File: src/rtl/alu_pkg.sv
// Shared definitions for the ALU-sharing controller: opcodes, FSM states
// and default settle latencies.
package alu_pkg;

    localparam logic [1:0] OP_ADD = 2'b00;
    localparam logic [1:0] OP_SUB = 2'b01;
    localparam logic [1:0] OP_MUL = 2'b10;
    localparam logic [1:0] OP_DIV = 2'b11;

    typedef enum logic [1:0] {
        ST_IDLE = 2'd0,
        ST_EXEC = 2'd1,
        ST_RESP = 2'd2
    } state_t;

    localparam int DEF_ADD_LAT = 1;
    localparam int DEF_SUB_LAT = 1;
    localparam int DEF_MUL_LAT = 2;
    localparam int DEF_DIV_LAT = 4;

    // Largest of the four settle latencies; sizes the settle counter.
    function automatic int max_lat(input int a, input int b, input int c, input int d);
        int m;
        m = a;
        if (b > m) m = b;
        if (c > m) m = c;
        if (d > m) m = d;
        return m;
    endfunction

endpackage

File: src/rtl/rr_arbiter.sv
// Round-robin arbiter: picks the first valid requester at or above ptr,
// wrapping around, and reports it both one-hot and encoded.
module rr_arbiter #(
    parameter int NUM_REQ = 4,
    localparam int ID_W   = $clog2(NUM_REQ)
) (
    input  logic [NUM_REQ-1:0] valid,
    input  logic [ID_W-1:0]    ptr,
    output logic [NUM_REQ-1:0] grant,
    output logic [ID_W-1:0]    grant_idx,
    output logic               any
);

    // Walk offsets from farthest to nearest so the nearest valid one wins.
    always_comb begin
        int              cand_i;
        logic [ID_W-1:0] cand;
        grant_idx = '0;
        any       = 1'b0;
        cand_i    = 0;
        cand      = '0;
        for (int k = NUM_REQ - 1; k >= 0; k--) begin
            cand_i = (int'(ptr) + k) % NUM_REQ;
            cand   = cand_i[ID_W-1:0];
            if (valid[cand]) begin
                grant_idx = cand;
                any       = 1'b1;
            end
        end
    end

    for (genvar gi = 0; gi < NUM_REQ; gi++) begin : g_onehot
        assign grant[gi] = any && (grant_idx == ID_W'(gi));
    end

endmodule

File: src/rtl/alu_share_arbiter.sv
// Time-shares one combinational 8-bit ALU between NUM_REQ requesters:
// round-robin grant, operand registers held for a per-opcode settle time,
// then the result is returned on a valid/ready channel tagged with the ID.
module alu_share_arbiter
    import alu_pkg::*;
#(
    parameter int NUM_REQ = 4,
    parameter int ADD_LAT = DEF_ADD_LAT,
    parameter int SUB_LAT = DEF_SUB_LAT,
    parameter int MUL_LAT = DEF_MUL_LAT,
    parameter int DIV_LAT = DEF_DIV_LAT,
    localparam int ID_W   = $clog2(NUM_REQ)
) (
    input  logic                 clk,
    input  logic                 reset_n,
    input  logic [NUM_REQ-1:0]   req_valid,
    output logic [NUM_REQ-1:0]   req_ready,
    input  logic [NUM_REQ*8-1:0] req_rs,
    input  logic [NUM_REQ*8-1:0] req_rt,
    input  logic [NUM_REQ*2-1:0] req_op,
    output logic [7:0]           alu_rs,
    output logic [7:0]           alu_rt,
    output logic [1:0]           alu_op,
    input  logic [7:0]           alu_out,
    output logic                 resp_valid,
    input  logic                 resp_ready,
    output logic [ID_W-1:0]      resp_id,
    output logic [7:0]           resp_data,
    output logic                 resp_dz,
    output logic                 busy
);

    localparam int CNT_W = $clog2(max_lat(ADD_LAT, SUB_LAT, MUL_LAT, DIV_LAT)) + 1;
    localparam logic [CNT_W-1:0] ADD_CNT = CNT_W'(ADD_LAT - 1);
    localparam logic [CNT_W-1:0] SUB_CNT = CNT_W'(SUB_LAT - 1);
    localparam logic [CNT_W-1:0] MUL_CNT = CNT_W'(MUL_LAT - 1);
    localparam logic [CNT_W-1:0] DIV_CNT = CNT_W'(DIV_LAT - 1);

    state_t             state_reg, state_next;
    logic [ID_W-1:0]    ptr_reg;
    logic [CNT_W-1:0]   cnt_reg;
    logic [7:0]         rs_reg, rt_reg, data_reg;
    logic [1:0]         op_reg;
    logic [ID_W-1:0]    id_reg;
    logic               dz_reg;

    logic [NUM_REQ-1:0] grant_onehot;
    logic [ID_W-1:0]    grant_idx;
    logic               grant_any;
    logic               accept, capture;
    logic [1:0]         grant_op;
    logic [CNT_W-1:0]   load_cnt;
    logic [ID_W-1:0]    ptr_after;

    rr_arbiter #(.NUM_REQ(NUM_REQ)) u_arb (
        .valid     (req_valid),
        .ptr       (ptr_reg),
        .grant     (grant_onehot),
        .grant_idx (grant_idx),
        .any       (grant_any)
    );

    assign grant_op  = req_op[{grant_idx, 1'b0} +: 2];
    assign ptr_after = (grant_idx == ID_W'(NUM_REQ - 1)) ? '0 : grant_idx + 1'b1;

    // Settle count for the opcode being accepted (LAT-1, EXEC lasts LAT cycles).
    always_comb begin
        load_cnt = ADD_CNT;
        case (grant_op)
            OP_ADD:  load_cnt = ADD_CNT;
            OP_SUB:  load_cnt = SUB_CNT;
            OP_MUL:  load_cnt = MUL_CNT;
            default: load_cnt = DIV_CNT;
        endcase
    end

    // FSM state register.
    always_ff @(posedge clk or negedge reset_n) begin
        if (!reset_n) state_reg <= ST_IDLE;
        else          state_reg <= state_next;
    end

    // Next state, accept/capture strobes and the request handshake.
    always_comb begin
        state_next = state_reg;
        accept     = 1'b0;
        capture    = 1'b0;
        req_ready  = '0;
        case (state_reg)
            ST_IDLE: begin
                // reset_n gate keeps req_ready low while reset is held.
                req_ready = grant_onehot & {NUM_REQ{reset_n}};
                if (grant_any) begin
                    accept     = 1'b1;
                    state_next = ST_EXEC;
                end
            end
            ST_EXEC: begin
                if (cnt_reg == '0) begin
                    capture    = 1'b1;
                    state_next = ST_RESP;
                end
            end
            ST_RESP: begin
                if (resp_ready) state_next = ST_IDLE;
            end
            default: state_next = ST_IDLE;
        endcase
    end

    // Operand latch, settle counter, priority pointer and result capture.
    always_ff @(posedge clk or negedge reset_n) begin
        if (!reset_n) begin
            ptr_reg  <= '0;
            cnt_reg  <= '0;
            rs_reg   <= '0;
            rt_reg   <= '0;
            op_reg   <= '0;
            id_reg   <= '0;
            data_reg <= '0;
            dz_reg   <= 1'b0;
        end else begin
            if (accept) begin
                rs_reg  <= req_rs[{grant_idx, 3'b000} +: 8];
                rt_reg  <= req_rt[{grant_idx, 3'b000} +: 8];
                op_reg  <= grant_op;
                id_reg  <= grant_idx;
                cnt_reg <= load_cnt;
                ptr_reg <= ptr_after;
            end else if (state_reg == ST_EXEC && cnt_reg != '0) begin
                cnt_reg <= cnt_reg - 1'b1;
            end
            if (capture) begin
                // Result passes through untouched; divide-by-zero is only flagged.
                data_reg <= alu_out;
                dz_reg   <= (op_reg == OP_DIV) && (rt_reg == 8'd0);
            end
        end
    end

    assign alu_rs     = rs_reg;
    assign alu_rt     = rt_reg;
    assign alu_op     = op_reg;
    assign resp_valid = (state_reg == ST_RESP);
    assign resp_id    = id_reg;
    assign resp_data  = data_reg;
    assign resp_dz    = dz_reg;
    assign busy       = (state_reg != ST_IDLE);

endmodule

File: config.mk
export PLATFORM = sky130hd
export DESIGN_NAME = alu_share_arbiter
export DESIGN_NICKNAME = d
export VERILOG_FILES = /design/src/rtl/alu_pkg.sv /design/src/rtl/rr_arbiter.sv /design/src/rtl/alu_share_arbiter.sv
export SDC_FILE = /design/constraint.sdc
export NUM_CORES = 1
export LEC_CHECK = 0
export CAP_MARGIN = 20
export CORE_MARGIN = 2
export CORE_UTILIZATION = 39
export CTS_CLUSTER_DIAMETER = 150
export DETAILED_ROUTE_END_ITERATION = 16
export GPL_ROUTABILITY_DRIVEN = 0
export PLACE_DENSITY = 0.81
export SLEW_MARGIN = 15
export SYNTH_ARGS = -nofsm -noshare
export SYNTH_HDL_FRONTEND = slang
export SYNTH_HIERARCHICAL = 1
export SYNTH_SLANG_ARGS = --single-unit
File: constraint.sdc
create_clock -name clk -period 2.6 [get_ports clk]
set_input_delay 0.52 -clock clk [delete_from_list [all_inputs] [get_ports clk]]
set_output_delay 0.52 -clock clk [all_outputs]
set_load 0.01 [all_outputs]
==> impl_metrics.ini <==
[critical_path]
arrival_ns = 1.96
cp_cell_sequence = dlygate4sd2_1 -> nor2_2 -> o21ai_0 -> a21boi_0 -> and3_1 -> clkdlybuf4s50_1
startpoint_type = input pin
crit_type = input pin to output pin
cp_max_fo = 8
max_stage_delay_ns = 0.53
path_buf_inv = 2
required_ns = 2.08
cp_top_family = buffers and inverters
critPathSlowestCell = clkdlybuf4s50_1
end_kind = output pin

[synth]
syn_nets = 297
yosys.area.top_type = dfrtp_1
synthArstFlopShare_pct = 100
yosys.area.top_type_share_pct = 41.4
ys_seq_elements = 36
synth.most_common_cell = nand2_1
synth_area_leaders = dfrtp_1, mux4_2, nand2_1, mux2_2, buf_6
yosys-top-cells-count = nand2_1, dfrtp_1, mux4_2
netlist-cell-type-count = 36
synth_edf_count = 0
synth.avg_cell_area_um2 = 10.5
seq_area_frac_synth_pct = 41.4
synth-main-ff-cell = dfrtp_1
synth_area_mm2 = 0.00218
postSynthCellCount = 207
yosys_warnings = 6

[floorplanning]
rows = 27
dieArea_mm2 = 0.00619
fp.dieW_um = 78.7
die_h_um = 78.7
core-area_mm2 = 0.00544
ioPinCount = 122
start_util_pct = 40.0

[sta]
rsz0062_at_grt = no
hold_viol_final = 0
min_period_ns = 2.48
worst_pin_slew_ns = 0.490
fin_crit_sh_pct = 95.6
fmax_mhz = 402
fin_skew_ns = 0.00373
tns_ns = 0
relSlewSlack_pct = 67.2
maxSlewViolCount = 0
setup-violations-final = 0
setup_ws_ns = 0.115

[clock_tree]
cts_buffer_depth = 2
cts_tree = done
cts_setup_buffers = 0
htreeDepth = 2
ctsHoldBuffers = 0
clk_pin_slew_ns = 0.07
cts_root_buf = clkbuf_8
numCtsBuffers = 5
insertion_delay_ns = 0.29
numClockSinks = 36

[place]
place_ws_ns = -0.141
io_buffer_count = 121
dpl.hpwl_um = 4750

[power_and_ir_drop]
ir_worst_vdd_mv = 0.555
power.density_mw_per_mm2 = 981
leakage_nw = 1.58

[global_routing]
antenna_found_initial = 0
grt_pass1_vias = 2090
gr-total-overflow = 0
grt_usage_pct = 20.0
grt_max_degree = 37
grt_pass1_wl_um = 9610

[job]
drv_cap = 0

[routing]
vias = 2019
first_pass_iters = 4
routed_wl_um = 5870
route.antenna.remaining_nets = 0
wire_per_inst_um = 14.3
viasPerCell = 4.94
drtIter0Drc = 85
drt_drc_violations_left = 0

[status]
status = finished clean

[final_layout]
area_growth_pct = 66.3
drive_gt1_share_pct = 16.6
diodes = 0
nets = 426

[worst_hold_path]
hold_path.class = input pin to asynchronous set/reset pin
==> metal layers <==
metal  vias to the layer above  wire length [um]  GRT usage [%]
met5                         -                 0              0
met4                         0               131           7.89
met3                        13               548           6.48
met2                        91              2980           35.8
met1                       936              2210           21.9
li1                        979                 -              -
==> where the power goes <==
group | internal [mW] | switching, mW | total, mW
combinational | 1.16 | 0.847 | 2.00
clock | 0.284 | 0.200 | 0.484
sequential | 0.842 | 0.219 | 1.06
==> layout by cell type, fill, tap and decap left out, drive strengths merged, types with 2 or more instances in the layout <==
| cell type | count |
|---|---|
| a21oi | 6 |
| a22o | 2 |
| a21boi | 2 |
| and3 | 4 |
| buf | 17 |
| ha | 3 |
| inv | 9 |
| nand2 | 67 |
| nor2 | 6 |
| o21ai | 7 |
| dfrtp | 36 |
| nor3b | 2 |
| o221a | 2 |
| nand2b | 2 |
| mux2 | 8 |
| mux4 | 18 |
| clkdlybuf4s50 | 116 |
| nand3 | 2 |
| clkbuf | 6 |
| o31ai | 2 |
| dlygate4sd2 | 4 |
==> cell families after synthesis <==
family / after synthesis / synth area share [%]
AO/OA/AOI/OAI: 27 / 8.40
AND/OR/NAND/NOR: 89 / 17.8
buffers and inverters: 24 / 7.07
multiplexers: 27 / 23.2
XOR/XNOR: 1 / 0.403
flip-flops: 36 / 41.4
adder cells (fa/ha/maj): 3 / 1.73
==> metrics by stage <==
step                      cell area (um^2)  power [mW]  cells  hold slack (ns)  utilization [%]
after CTS                             3620        3.60    409            0.330             66.5
after floorplan                       2180        2.23    207            0.224                -
after global routing                  3620        3.82    409            0.356             66.5
final                                 3620        3.55    409            0.316             66.5
after global placement                3510        3.04    401            0.457             64.6
after detailed placement              3510        3.10    401            0.465             64.6
==> path summary, 6_finish.rpt <==
check                               end          from  depth (start not counted)  slack, ns
min reg2reg                     resp_dz       resp_dz                          2       0.48
max                        req_ready[2]  req_valid[0]                          6       0.12
min in group clk                resp_dz       resp_dz                          2       0.48
max in group asynchronous    ptr_reg[1]       reset_n                          2       1.95
max reg2reg                  cnt_reg[0]    ptr_reg[1]                          7       0.56
min                          cnt_reg[2]       reset_n                          2       0.32
==> final cells by class <==
cell class	count	area, um^2
multi-input combinational	147	1140
inverter	9	33.8
fill	427	1820
clock inverter	2	35.0
timing repair buffer	137	1350
clock buffer	6	72.6
tap	72	90.1
sequential	36	902
==> repair_timing <==
item,4_1_cts,5_1_grt
resized for setup,5,1
endpoints found under the hold margin,0,0
endpoints found under the setup margin,4,1
Power figures use the tool's default switching activity.
